## src/rtl/pwm_capture_if.sv

```systemverilog
// pwm_capture_if: bundles the PWM input and the measurement results of
// pwm_capture.
//
// Handshake: valid-only, with no ready. The consumer cannot apply
// backpressure. valid is high for exactly one clk1ms cycle whenever
// high_time, low_time and period have just been updated. Between strobes
// those three values hold steady, so a consumer may sample them at any time.
//
// Signals:
//   pwm_in      - asynchronous PWM waveform under measurement
//   high_time   - high cycles of the last completed period (CW bits)
//   low_time    - low cycles of the last completed period (CW bits)
//   period      - high_time + low_time, full width (CW+1 bits)
//   valid       - one-cycle update strobe
//   stuck       - sticky timeout flag
//   stuck_level - level that timed out
//   state       - capture FSM state, for debug
//
// Modports: master = the capture block; slave = source/consumer side.
interface pwm_capture_if #(
  parameter int CW = 26
);
  logic          pwm_in;
  logic [CW-1:0] high_time;
  logic [CW-1:0] low_time;
  logic [CW:0]   period;
  logic          valid;
  logic          stuck;
  logic          stuck_level;
  logic [1:0]    state;

  modport master (
    input  pwm_in,
    output high_time, low_time, period, valid, stuck, stuck_level, state
  );

  modport slave (
    output pwm_in,
    input  high_time, low_time, period, valid, stuck, stuck_level, state
  );
endinterface

```

## src/rtl/pwm_capture.sv

```systemverilog
// pwm_capture: measures an incoming PWM waveform on clk1ms.
//
// The block synchronises pwm_in, then times each high level and each low
// level in clock cycles. Every period that completes (a high, then a low,
// closed by the next rise) is reported with a one-cycle valid strobe. If a
// level lasts TIMEOUT cycles, the block raises the sticky stuck flag and
// returns to IDLE.
//
// Ports:
//   clk1ms - single clock, rising edge
//   reset  - asynchronous, active-low reset
//   cap    - pwm_capture_if master modport: pwm_in in; measurements,
//            valid, stuck, stuck_level and debug state out
//
// Parameters:
//   CW      - width of the high/low counters
//   TIMEOUT - stuck threshold in cycles, 2 <= TIMEOUT <= 2**CW-1
module pwm_capture #(
  parameter int CW      = 26,
  parameter int TIMEOUT = 1000
) (
  input  logic         clk1ms,
  input  logic         reset,
  pwm_capture_if.master cap
);

  typedef enum logic [1:0] {
    IDLE = 2'b00,
    HIGH = 2'b01,
    LOW  = 2'b10
  } state_e;

  localparam logic [CW-1:0] TIMEOUT_C = CW'(TIMEOUT);
  localparam logic [CW-1:0] ONE_C     = CW'(1);

  // Synchroniser (s1, s2) plus history flop s3 for edge detection.
  logic       s1_q, s2_q, s3_q;
  logic [1:0] settle_q;

  state_e        state_q, state_d;
  logic [CW-1:0] cnt_q, cnt_d;
  logic [CW-1:0] hi_lat_q, hi_lat_d;
  logic [CW-1:0] high_q, high_d;
  logic [CW-1:0] low_q, low_d;
  logic [CW:0]   period_q, period_d;
  logic          valid_q, valid_d;
  logic          stuck_q, stuck_d;
  logic          stuck_lvl_q, stuck_lvl_d;

  logic edge_en, rise, fall;

  // The synchroniser starts at 0 on release. If pwm_in is already high,
  // s2 rises before s3 and looks like an edge. Masking edges until
  // settle_q saturates suppresses that false rise.
  assign edge_en = (settle_q == 2'd3);
  assign rise    = edge_en &  s2_q & ~s3_q;
  assign fall    = edge_en & ~s2_q &  s3_q;

  always_ff @(posedge clk1ms or negedge reset) begin
    if (!reset) begin
      s1_q     <= 1'b0;
      s2_q     <= 1'b0;
      s3_q     <= 1'b0;
      settle_q <= 2'd0;
    end else begin
      s1_q <= cap.pwm_in;
      s2_q <= s1_q;
      s3_q <= s2_q;
      if (settle_q != 2'd3) settle_q <= settle_q + 2'd1;
    end
  end

  always_ff @(posedge clk1ms or negedge reset) begin
    if (!reset) begin
      state_q     <= IDLE;
      cnt_q       <= '0;
      hi_lat_q    <= '0;
      high_q      <= '0;
      low_q       <= '0;
      period_q    <= '0;
      valid_q     <= 1'b0;
      stuck_q     <= 1'b0;
      stuck_lvl_q <= 1'b0;
    end else begin
      state_q     <= state_d;
      cnt_q       <= cnt_d;
      hi_lat_q    <= hi_lat_d;
      high_q      <= high_d;
      low_q       <= low_d;
      period_q    <= period_d;
      valid_q     <= valid_d;
      stuck_q     <= stuck_d;
      stuck_lvl_q <= stuck_lvl_d;
    end
  end

  // cnt counts the cycles of the current level. An edge restarts cnt at 1,
  // because the edge cycle itself is the first cycle of the new level. The
  // timeout compare therefore only matters on cycles with no edge, so the
  // edge always wins over the timeout.
  always_comb begin
    state_d     = state_q;
    cnt_d       = cnt_q;
    hi_lat_d    = hi_lat_q;
    high_d      = high_q;
    low_d       = low_q;
    period_d    = period_q;
    valid_d     = 1'b0;
    stuck_d     = stuck_q;
    stuck_lvl_d = stuck_lvl_q;

    case (state_q)
      IDLE: begin
        if (rise) begin
          state_d = HIGH;
          cnt_d   = ONE_C;
          stuck_d = 1'b0;
        end
      end
      HIGH: begin
        if (fall) begin
          hi_lat_d = cnt_q;
          cnt_d    = ONE_C;
          state_d  = LOW;
        end else if (cnt_q == TIMEOUT_C) begin
          stuck_d     = 1'b1;
          stuck_lvl_d = s2_q;
          state_d     = IDLE;
        end else begin
          cnt_d = cnt_q + ONE_C;
        end
      end
      LOW: begin
        if (rise) begin
          high_d   = hi_lat_q;
          low_d    = cnt_q;
          period_d = {1'b0, hi_lat_q} + {1'b0, cnt_q};
          valid_d  = 1'b1;
          cnt_d    = ONE_C;
          state_d  = HIGH;
        end else if (cnt_q == TIMEOUT_C) begin
          stuck_d     = 1'b1;
          stuck_lvl_d = s2_q;
          state_d     = IDLE;
        end else begin
          cnt_d = cnt_q + ONE_C;
        end
      end
      default: state_d = IDLE;
    endcase
  end

  assign cap.high_time   = high_q;
  assign cap.low_time    = low_q;
  assign cap.period      = period_q;
  assign cap.valid       = valid_q;
  assign cap.stuck       = stuck_q;
  assign cap.stuck_level = stuck_lvl_q;
  assign cap.state       = state_q;

endmodule

```

## src/flat_wrapper.sv

```systemverilog
// flat-port wrapper written by rule: the top's interface ports become plain ports
module pwm_capture_flat 
#(
  parameter int CW      = 26,
  parameter int TIMEOUT = 1000
)
  (clk1ms, reset, cap_pwm_in, cap_high_time, cap_low_time, cap_period, cap_valid, cap_stuck, cap_stuck_level, cap_state);
  pwm_capture_if #(.CW(CW)) cap_i ();
  input  logic clk1ms;
  input  logic reset;
  input wire logic [$bits(cap_i.pwm_in)-1:0] cap_pwm_in;
  output wire logic [$bits(cap_i.high_time)-1:0] cap_high_time;
  output wire logic [$bits(cap_i.low_time)-1:0] cap_low_time;
  output wire logic [$bits(cap_i.period)-1:0] cap_period;
  output wire logic [$bits(cap_i.valid)-1:0] cap_valid;
  output wire logic [$bits(cap_i.stuck)-1:0] cap_stuck;
  output wire logic [$bits(cap_i.stuck_level)-1:0] cap_stuck_level;
  output wire logic [$bits(cap_i.state)-1:0] cap_state;
  assign cap_i.pwm_in = cap_pwm_in;
  assign cap_high_time = cap_i.high_time;
  assign cap_low_time = cap_i.low_time;
  assign cap_period = cap_i.period;
  assign cap_valid = cap_i.valid;
  assign cap_stuck = cap_i.stuck;
  assign cap_stuck_level = cap_i.stuck_level;
  assign cap_state = cap_i.state;
  pwm_capture #(.CW(CW), .TIMEOUT(TIMEOUT)) u_core (.clk1ms(clk1ms), .reset(reset), .cap(cap_i));
endmodule
```

## config.mk

```make
export PLATFORM = sky130hd
export DESIGN_NAME = pwm_capture_flat
export DESIGN_NICKNAME = d
export VERILOG_FILES = /design/src/rtl/pwm_capture_if.sv /design/src/rtl/pwm_capture.sv /design/src/flat_wrapper.sv
export SDC_FILE = /design/constraint.sdc
export NUM_CORES = 1
export LEC_CHECK = 0
export CAP_MARGIN = 20
export CORE_ASPECT_RATIO = 0.9
export CORE_UTILIZATION = 55
export CTS_CLUSTER_DIAMETER = 30
export DETAILED_ROUTE_END_ITERATION = 8
export PLACE_DENSITY = 0.79
export SETUP_SLACK_MARGIN = 0.1
export SYNTH_ARGS = -nofsm -noshare
export SYNTH_HDL_FRONTEND = slang
export SYNTH_SLANG_ARGS = --single-unit
```

## constraint.sdc

```tcl
create_clock -name clk1ms -period 2.82 [get_ports clk1ms]
set_input_delay 0.564 -clock clk1ms [delete_from_list [all_inputs] [get_ports clk1ms]]
set_output_delay 0.564 -clock clk1ms [all_outputs]
set_load 0.005 [all_outputs]
```

# Yosys cells after proc, flatten, opt, wreduce, memory -nomap -nowiden
# Index checks and enable logic that the tools add are counted.
# totals
n_memories	0
input_bits	3
out_inout_bits	84
reg_bits	141
latch_bits	0
ramBits	0
rom_bits	0
# classes
bitwise_logic	6
n_addsub	3
n_lt_le_gt_ge	0
n_reduce_logical	8
n_mux	21
n_div	0
n_shift	0
multipliers	0
n_eq_ne	8
# op_table
operator	count
26-bit 2-to-1 mux	4
26-bit case mux with 3 select lines	1
26-bit by 26-bit adder with 27-bit output	1
26-bit by 1-bit adder with 26-bit output (second input constant)	1
26-bit by 10-bit == test with 1-bit output (second input constant)	1
1-bit 2-to-1 mux	9
2-bit 2-to-1 mux	4
2-bit inequality test (second input constant)	3
2-bit case mux with 3 select lines	1
2-bit AND reduction	3
1-bit bitwise AND	4
2-bit == test (second input constant)	2
4-bit AND reduction	1
1-bit case mux with 3 select lines	1
3-bit AND reduction	1
3-bit nonzero test	1
2-bit by 1-bit adder with 2-bit output (second input constant)	1
2-bit by 1-bit == test with 1-bit output (second input constant)	1
2-bit logical NOT	1
2-bit by 1-bit inequality test with 1-bit output (second input constant)	1
1-bit inverter	2
1-bit case mux with 2 select lines	1
2-bit nonzero test	1

# Logic depth before layout (Yosys ltp)
# Gate-level depths: netlist (run 1).
# depth
ltp_word	5
mapped_depth	10
ltp_nobuf	9

# Least setup slack after synthesis (run 1)
# OpenSTA, ideal clock, no wires.
# synth_path
path_kind	register to register
from	reg u_core.cnt_q[0]
to	reg u_core.period_q[26] (netlist: u_core.cap.period[26])
setup_slack_ns	0.215
stages_incl_launch_ff	10
setup_time_ns	0.082
arrival_ns	2.523
required_time_ns	2.738
n_path_buf	0
cell_sequence	dfrtp_1 > ha_1 > inv_1 > fa_1 > and2b_2 > o2111ai_4 > a2111oi_4 > nor3_2 > or4b_1 > a31oi_1
# synth_via
elab_chain_cells	1
# synth_lines
item	line_no	source
start, declared	pwm_capture.sv:41	logic [CW-1:0] cnt_q, cnt_d;
start signal, assigned	pwm_capture.sv:86	cnt_q <= cnt_d;
26-bit by 26-bit adder with 27-bit output	pwm_capture.sv:137	period_d = {1'b0, hi_lat_q} + {1'b0, cnt_q};
end signal, assigned	pwm_capture.sv:90	period_q <= period_d;
end, declared	pwm_capture.sv:45	logic [CW:0] period_q, period_d;
# Every way passes these cells.
# A chain may end at the register's enable or synchronous reset.

# Worst setup path in the final report (run 1)
# layout_path
from	reg u_core.hi_lat_q[0]
to	reg u_core.period_q[26] (netlist: u_core.cap.period[26])
# layout_via
elab_chain_cells	1
# layout_lines
item	line_no	source
start, declared	pwm_capture.sv:42	logic [CW-1:0] hi_lat_q, hi_lat_d;
start signal, assigned	pwm_capture.sv:87	hi_lat_q <= hi_lat_d;
26-bit by 26-bit adder with 27-bit output	pwm_capture.sv:137	
# Every way passes these cells.

==> metrics.txt, run 1 <==
Yosys cell types between 60 and 70; Die Ht 111 microns; via count between 6000 and 7000; final hold violation count 0; final period utilization 0.950; CTS buffer count 17; clock sink total 141; dpl ws ~0.13 ns; drt drc 0; Max-cap violations 0; Synth Net Count slightly above 800; Pint 0.00417 W; sequential area share after synthesis 0.485; worst-path cell chain ha_1 -> inv_1 -> fa_1 -> and2b_2 -> o2111ai_4 -> a2111oi_4 -> nor3_2 -> or4b_1 -> a31oi_1; row count 39; critical path class reg -> reg; Worst-Skew Late Latency between 0.4 and 0.5 ns; Max-slew headroom 0.554; Slew Limit Fails 0; pwr dens ~640 nW/um^2; worst path arrival time around 3.0 ns; hold slack between 0.15 and 0.2 ns; vias in the first global route slightly above 6000; status finished, final reports clean; largest net degree at the start of global routing 71; fraction of layout cells with a size suffix above 1 0.108; routed length per placed instance 18.1 microns; Max Fclk around 370 MHz; Fin Clk Skew between 0.008 and 0.009 ns; fraction of registers with async set or reset after synthesis 1.00; setup repair bufs after CTS 0; fin util 0.712; Worst EP required 3.16 ns; Worst setup SP type register; #FFs+latches synth approximately 140; worst setup margin 0.141 ns; core outline area between 10000 and 15000 sq um; yosys warns 0; starting density of the core 0.569; Top FF cell, synth dfrtp_1; r2r setup slk roughly 0.14 ns; CP max FO 5; global-route wire length before repair 31400 microns; switching power 0.00162 W; antenna violations before repair 0; initial DRC count roughly 480; syn avg cell area approximately 9.2 sq um; Die X 123 microns; part of the power in registers 0.382; CTS tree done; RSZ-0062 raised after global routing yes; Worst-Margin Slew approximately 0.67 ns; HPWL Detailed between 10000 and 15000 microns; CTS root buffer clkbuf_16; deepest clock path buffer count 2; die area 13700 sq um; Final TNS setup 0 ns; Clock Power Share 0.423; Buffers & Inverters on Critical Path 1; Mapped Area roughly 7300 sq um; CP Capture Type register; Gate power share 0.194; Remaining Overflow, GRT 0; Mapped Cells slightly below 800; setup violators final 0; clock transition at the registers of the reported paths ~0.06 ns; CP max stage cell or4b_1; Layout Nets a little over 900; Static Leakage about 4.3 nW; CP top delay family simple AND/OR/NAND/NOR gates; ANT nets after route 0; DRT Wirelength ~19000 microns; Layout area overhead 25.1%; cts hold-fix bufs 0; Overall Global Routing Usage 0.300; EDFF count, synth 0; IO Port Bufs 86; Hold Path Class in -> async; H-tree levels 4; Switching Share 0.279; GP Congestion 0.898; via density per instance between 5 and 6; 1st-pass router iterations 5; I/O pins between 80 and 90; Peak VDD IR around 0.6 mV; post-route minimum period ~2.7 ns; number of diodes 0; Slowest Stage Delay on Critical Path between 0.4 and 0.5 ns
[per-layer routing]
| metal | up-vias | global-route usage | part of all wire |
|---|---|---|---|
| li1 | 2939 | - | - |
| met1 | 3017 | 0.453 | 0.48 |
| met2 | 238 | 0.425 | 0.44 |
| met3 | 39 | 0.0545 | 0.053 |
| met4 | 0 | 0.118 | 0.024 |
| met5 | - | 0 | 0 |
[cells in the mapped netlist (all sizes together), types with 12 or more instances]
library cell	n	area, sq um
nor3	14	75.1
nand3	21	105
xnor2	18	158
nand2	217	815
inv	19	71.3
a21oi	35	179
mux2	24	270
dfrtp	141	3530
o21ai	46	230
nor2	45	169
clkbuf	26	97.6
and3	12	75.1
o31ai	15	113
ha	33	413
[power groups by stage]
stage / logic [W] / registers [W] / clock network [W]
6_report: 0.00112 / 0.00221 / 0.00245
5_1_grt: 0.00123 / 0.00223 / 0.00257
4_1_cts: 0.00111 / 0.00221 / 0.00248
3_5_place_dp: 0.00109 / 0.00225 / 0
3_3_place_gp: 0.00105 / 0.00224 / 0
2_1_floorplan: 0.000573 / 0.00225 / 0
[cells in the final DEF (no fill, tap or decap), drive strengths merged, types with 3 or more instances in the layout]
cell | synthesis | layout
nor4 | 4 | 4
nor3 | 14 | 14
nand4 | 10 | 10
clkbuf | 26 | 24
nor2b | 7 | 7
ha | 33 | 33
a211o | 4 | 4
inv | 19 | 21
mux2i | 4 | 4
a21o | 6 | 6
o21ai | 46 | 46
nand2 | 217 | 217
o21a | 10 | 10
xor2 | 11 | 11
and2 | 3 | 3
nand3 | 21 | 21
clkdlybuf4s50 | 0 | 85
o41ai | 3 | 3
dfrtp | 141 | 141
o2111ai | 4 | 4
a31oi | 5 | 5
and3 | 12 | 12
bufinv | 0 | 4
a21oi | 35 | 35
o31ai | 15 | 15
and4 | 6 | 6
xnor2 | 18 | 18
nor2 | 45 | 45
buf | 10 | 31
mux2 | 24 | 24
[area by class of cell]
cell class,instances,area [sq um]
fillers,963,3680
repair buffers,116,1100
multi-input cells,593,3540
flip-flops and latches,141,3530
well taps,164,205
inverters,19,71.3
clock inverters,8,151
clock buffers,24,502
[path summary, 6_finish.rpt]
path                                    start                      end  cells after the start
setup / recovery           u_core.hi_lat_q[0]    u_core.cap.period[26]                      9
hold / removal                          reset  u_core.cap.low_time[25]                      1
min in group clk1ms               u_core.s1_q              u_core.s2_q                      0
hold reg to reg                   u_core.s1_q              u_core.s2_q                      0
max in group asynchronous               reset      u_core.hi_lat_q[10]                      2
setup reg to reg           u_core.hi_lat_q[0]    u_core.cap.period[26]                      9
[logic make-up (layout without fill, tap and decap cells)]
family | after synthesis | after routing | share of synthesized area
multiplexers | 28 | 28 | 0.0426
buffers and inverters | 55 | 167 | 0.0296
flip-flops | 141 | 141 | 0.485
AO/OA/AOI/OAI | 147 | 147 | 0.134
adder cells (fa/ha/maj) | 34 | 34 | 0.0595
XOR/XNOR | 29 | 29 | 0.0349
AND/OR/NAND/NOR | 355 | 355 | 0.214
[sequential cells by signal, indices dropped and copies added (netlist names)]
name                    count
u_core.s3_q                 1
u_core.cnt_q               26
u_core.cap.period          27
u_core.s1_q                 1
u_core.hi_lat_q            26
u_core.cap.state            2
u_core.cap.low_time        26
u_core.cap.stuck_level      1
u_core.s2_q                 1
u_core.cap.stuck            1
u_core.cap.valid            1
u_core.settle_q             2
u_core.cap.high_time       26
[metrics by stage]
stage               cell area (sq um)  std cells  power (W)
CTS                              9090       1065    0.00580
detailed placement               8440       1033    0.00334
floorplan                        7280        789    0.00282
finish                           9100       1065    0.00578
global placement                 8440       1033    0.00329
global route                     9100       1065    0.00603
[timing repair]
| item | in CTS | in global routing |
|---|---|---|
| gates resized for setup | 0 | 3 |
| endpoints found under the setup margin | 0 | 7 |
| hold endpoints to repair | 0 | 0 |
(Power assumes the default switching activity.)
==> run 2: changes to the inputs <==
--- a/config.mk
+++ b/config.mk
@@ -8,8 +8,10 @@
 export CAP_MARGIN = 20
 export CORE_ASPECT_RATIO = 0.9
 export CORE_UTILIZATION = 55
+export CTS_BUF_LIST = sky130_fd_sc_hd__clkbuf_4
 export CTS_CLUSTER_DIAMETER = 30
 export DETAILED_ROUTE_END_ITERATION = 8
+export GPL_ROUTABILITY_DRIVEN = 0
 export PLACE_DENSITY = 0.79
 export SETUP_SLACK_MARGIN = 0.1
 export SYNTH_ARGS = -nofsm -noshare
==> metrics.txt, run 2 (synthesized netlist as in run 1, its figures left out) <==
status finished, final reports clean; global-route wire length before repair 30300 microns (-3.5%); Static Leakage 4.14 nW (-4.3%); Layout Nets 924 (-0.11%); IO Port Bufs 86 (unchanged); I/O pins 87 (unchanged); clock sink total 141 (unchanged); post-route cell area 8730 sq um (-4.0%); CTS root buffer clkbuf_4; via density per instance 5.94 (+1.5%); Worst-Skew Late Latency 0.58 ns (+0.16 ns); initial DRC count 580 (+20%); Metal-1 WL 8410 microns (-9.6%); metal3 WL 1270 microns (+24%); deepest clock path buffer count 2 (unchanged); critical path class reg -> reg; starting density of the core 0.569 (unchanged); Worst-Margin Slew 0.773 ns (+0.103 ns); Max Fclk 381 MHz (+2.0%); HPWL Detailed 13500 microns (-3.1%); Final TNS setup 0 ns (unchanged); Largest register FFs 27 (unchanged); Top Metal Used met4; Peak VDD IR 0.436 mV (-28%); post-route minimum period 2.63 ns (-0.0528 ns); Max-cap violations 0 (unchanged); number of diodes 0 (unchanged); Die Ht 111 microns (unchanged); largest net degree at the start of global routing 84 (+18%); CP max FO 8 (+3); Die X 123 microns (unchanged); final period utilization 0.931 (-0.0187); ANT nets after route 0 (unchanged); Slew Limit Fails 0 (unchanged); routed length per placed instance 17.1 microns (-5.1%); clock transition at the registers of the reported paths 0.14 ns (+0.08 ns); Worst EP required 3.28 ns (+0.12 ns); Hold Path Class in -> async; placed cells 1031 (-0.19%); core outline area 12800 sq um (unchanged); non-filler instance count after layout 1064 (-0.094%); H-tree levels 4 (unchanged); setup violators final 0 (unchanged); CTS tree done; commonest non-fill, non-tap cell in the layout nand2_1; worst path arrival time 3.09 ns (+0.07 ns); DRT Wirelength 18200 microns (-5.2%); Overall Global Routing Usage 0.286 (-0.0138); met2 WL 8270 microns (-1.8%); CTS buffer count 17 (unchanged); vias in the first global route 6124 (+1.3%); cts hold-fix bufs 0 (unchanged); row count 39 (unchanged); Post-Place Cell Area 8440 sq um (about the same); dpl ws 0.135 ns (+0.00355 ns); Layout area overhead 20.0%; final hold violation count 0 (unchanged); via count 6322 (+1.4%); worst setup margin 0.194 ns (+0.0528 ns); antenna violations before repair 0 (unchanged); Fin Clk Skew 0.0344 ns (+0.0254 ns); Max-slew headroom 0.485 (-0.0688); drt drc 0 (unchanged); Power, Total 0.00458 W (-21%); fraction of layout cells with a size suffix above 1 0.110 (+0.00234); commonest cells after routing, fill and taps aside nand2_1, dfrtp_1, clkdlybuf4s50_1, o21ai_0, nor2_1; pwr dens 524 nW/um^2 (-18%); Worst setup SP type register; CP Capture Type register; die area 13700 sq um (unchanged); 1st-pass router iterations 7 (+2); RSZ-0062 raised after global routing yes; Remaining Overflow, GRT 0 (unchanged)
## run 2: timing repair
item / in CTS / in global routing
setup endpoints to repair: 1 / 4
pin swaps: 0 / 5
resized for setup: 1 / 4
buffers inserted: 0 / 1
## run 2: stage by stage
step	util	hold slack, ns
2_1_floorplan	-	0.268
3_3_place_gp	0.660	0.338
3_5_place_dp	0.660	0.352
4_1_cts	0.682	0.00814
5_1_grt	0.683	0.0447
6_report	0.683	0.0114
## run 2: area by class of cell
class	count	area [sq um]
clock buffer	17	128
tap	164	205
inverter	19	71.3
sequential	141	3530
fill	1005	4050
multi-input combinational	593	3550
timing repair buffer	115	1100
clock inverter	15	148
## run 2: report_power, final
| part | internal, W | total [W] | switching (W) |
|---|---|---|---|
| sequential | 0.00213 | 0.00222 | 0.0000874 |
| clock | 0.000520 | 0.00129 | 0.000773 |
| combinational | 0.000412 | 0.00107 | 0.000654 |
| total | 0.00306 | 0.00458 | 0.00151 |
## run 2: metal layers
| layer | vias to the layer above | global-route usage |
|---|---|---|
| met4 | 0 | 0.0948 |
| met1 | 3079 | 0.416 |
| met3 | 36 | 0.0741 |
| li1 | 2932 | - |
| met2 | 275 | 0.416 |
| met5 | - | 0 |
## run 2: path summary, 6_finish.rpt
kind	start	end	slack, ns	cells after the start
min in group clk1ms	u_core.s1_q	u_core.s2_q	0.37	0
worst min register to register	u_core.s1_q	u_core.s2_q	0.37	0
worst max-delay path	u_core.cnt_q[10]	u_core.cap.period[25]	0.19	7
worst max register to register	u_core.cnt_q[10]	u_core.cap.period[25]	0.19	7
worst min-delay path	reset	u_core.hi_lat_q[24]	0.01	1
max in group asynchronous	reset	u_core.cnt_q[21]	2.11	2
## run 2: worst max-delay path, cell delays in order (launching register included)
cell and delay [ns]:
dfrtp_1 0.50, ha_1 0.44, and2_1 0.23, and3_1 0.21, o2111ai_2 0.16, a311oi_1 0.54, nand4_1 0.16, a32o_1 0.28
==> run 3: changes to the inputs <==
--- a/config.mk
+++ b/config.mk
@@ -6,13 +6,14 @@
 export NUM_CORES = 1
 export LEC_CHECK = 0
 export CAP_MARGIN = 20
+export CELL_PAD_IN_SITES_DETAIL_PLACEMENT = 1
+export CELL_PAD_IN_SITES_GLOBAL_PLACEMENT = 1
 export CORE_ASPECT_RATIO = 0.9
-export CORE_UTILIZATION = 55
-export CTS_BUF_LIST = sky130_fd_sc_hd__clkbuf_4
+export CORE_UTILIZATION = 46
 export CTS_CLUSTER_DIAMETER = 30
 export DETAILED_ROUTE_END_ITERATION = 8
 export GPL_ROUTABILITY_DRIVEN = 0
-export PLACE_DENSITY = 0.79
+export PLACE_DENSITY_LB_ADDON = 0.1
 export SETUP_SLACK_MARGIN = 0.1
 export SYNTH_ARGS = -nofsm -noshare
 export SYNTH_HDL_FRONTEND = slang
==> constraint.sdc (replaced) <==
create_clock -name clk1ms -period 3.3 [get_ports clk1ms]
set_input_delay 0.66 -clock clk1ms [delete_from_list [all_inputs] [get_ports clk1ms]]
set_output_delay 0.66 -clock clk1ms [all_outputs]
set_load 0.005 [all_outputs]
==> metrics.txt, run 3 (synthesized netlist as in run 1, its figures left out) <==
placed cells 1056 (+2.4%); status finished, final reports clean; critical path class reg -> reg; part of the power in registers 0.394 (-0.091); Final TNS setup 0 ns (unchanged); post-route minimum period 2.99 ns (+0.361 ns); pwr dens 541 nW/um^2 (+3.1%); Worst setup SP type register; deepest clock path buffer count 2 (unchanged); CP top delay family simple AND/OR/NAND/NOR gates; Gates resized, CTS repair 0 (-1); Pint 0.00344 W (+12%); Max-slew headroom 0.355 (-0.130); met2 Use GR 0.454 (+0.0376); setup repair bufs after CTS 0 (unchanged); commonest non-fill, non-tap cell in the layout nand2_1; Peak VDD IR 0.418 mV (-4.2%); Hold Path Class in -> async; worst-path cell chain ha_1 -> inv_1 -> fa_1 -> and2b_2 -> o2111ai_4 -> a2111oi_4 -> nor3_2 -> or4b_1 -> a31oi_1; Reg area 3530 sq um (about the same); setup violators final 0 (unchanged); Clock Power Share 0.417 (+0.135); Remaining Overflow, GRT 0 (unchanged); global-route wire length before repair 35200 microns (+16%); Power, Total 0.00487 W (+6.3%); # fillers 1727 (+72%); fraction of layout cells with a size suffix above 1 0.0916 (-0.0184); Largest register FFs 27 (unchanged); RSZ-0062 raised after global routing no; grt met3 use 0.0434 (-0.0306); busiest grt layer met2; IO Port Bufs 86 (unchanged); Buffers & Inverters on Critical Path 1 (+1); CP max FO 7 (-1); CP max stage cell dfrtp_1; die area 16300 sq um (+19%); Gate power share 0.189 (-0.044); Die X 135 microns (+9.2%); non-filler instance count after layout 1086 (+2.1%); CP Capture Type register; via count 6243 (-1.2%); Static Leakage 4.22 nW (+2.0%); Die Ht 121 microns (+9.2%); I/O pins 87 (unchanged); Overall Global Routing Usage 0.285 (-0.00183); row count 43 (+10%); CTS root buffer clkbuf_16; largest net degree at the start of global routing 102 (+21%); switching power 0.00142 W (-6.0%); commonest cells after routing, fill and taps aside nand2_1, dfrtp_1, clkdlybuf4s50_1, o21ai_0, nor2_1; Worst-Margin Slew 0.967 ns (+0.195 ns); clock sink total 141 (unchanged); DRT Wirelength 21500 microns (+18%); Max Fclk 335 MHz (-12%); fin util 0.583 (-0.100); final hold violation count 0 (unchanged); CTS tree done; starting density of the core 0.471 (-0.0979); Worst-Skew Late Latency 0.43 ns (-0.15 ns); cts hold-fix bufs 0 (unchanged); Slowest Stage Delay on Critical Path 0.50 ns (-0.04 ns); vias in the first global route 6545 (+6.9%); HPWL Detailed 15100 microns (+12%); Slew Limit Fails 0 (unchanged); H-tree levels 4 (unchanged); ANT nets after route 0 (unchanged); GR Util met1 0.394 (-0.0218); Layout Nets 910 (-1.5%); number of diodes 0 (unchanged); Max-cap violations 0 (unchanged); antenna violations before repair 0 (unchanged); clock transition at the registers of the reported paths 0.06 ns (-0.08 ns); Multi-input gate area 3540 sq um (-0.32%); routed length per placed instance 19.8 microns (+16%); 1st-pass router iterations 7 (unchanged); core outline area 15400 sq um (+21%); Worst EP required 3.64 ns (+0.36 ns); Switching Share 0.293 (-0.0381); initial DRC count 394 (-32%); Fin Clk Skew 0.00745 ns (-0.0269 ns); worst path arrival time 3.33 ns (+0.24 ns); hold slack 0.328 ns (+0.317 ns); CTS buffer count 17 (unchanged); drt drc 0 (unchanged); Layout area overhead 23.7%; via density per instance 5.75 (-3.3%); final period utilization 0.905 (-0.0260)
## run 3: worst paths after layout
check	from	endpoint	depth (start not counted)	slack (ns)
max reg2reg	u_core.cnt_q[0]	u_core.cap.period[26]	9	0.31
min	reset	u_core.cap.period[4]	1	0.33
max	u_core.cnt_q[0]	u_core.cap.period[26]	9	0.31
min in group clk1ms	u_core.s1_q	u_core.s2_q	0	0.35
min reg2reg	u_core.s1_q	u_core.s2_q	0	0.35
max in group asynchronous	reset	u_core.cap.low_time[22]	2	2.21
## run 3: worst register-to-register path, stage by stage, from the launching register on
cell and delay, ns:
dfrtp_1 0.50, ha_1 0.23, inv_1 0.06, fa_1 0.40
and2b_2 0.26, o2111ai_4 0.17, a2111oi_4 0.46, nor3_2 0.10
or4b_1 0.50, a31oi_1 0.21
## run 3: through the flow
step | area (sq um) | worst slack [ns]
floorplan | 7280 | 0.695
global placement | 8380 | 0.565
detailed placement | 8380 | 0.414
CTS | 9000 | 0.323
global route | 9000 | 0.130
finish | 9000 | 0.313
## run 3: layout make-up
cell class | count | share of cell area
multi-input cells | 593 | 0.393
clock inverters | 8 | 0.0145
repair buffers | 101 | 0.110
clock buffers | 22 | 0.0549
inverters | 19 | 0.00792
flip-flops and latches | 141 | 0.392
well taps | 202 | 0.0281
## run 3: metal layers
metal	vias up	wire (microns)
met2	158	10100
met4	0	409
met3	32	912
met1	3152	10100
li1	2901	-
met5	-	0
## run 3: power by group through the flow
stage	sequential (W)	clock [W]	combinational (W)
3_3_place_gp	0.00193	0	0.000862
3_5_place_dp	0.00194	0	0.000902
5_1_grt	0.00193	0.00212	0.00101
6_report	0.00192	0.00203	0.000919
4_1_cts	0.00192	0.00205	0.000920
2_1_floorplan	0.00192	0	0.000490
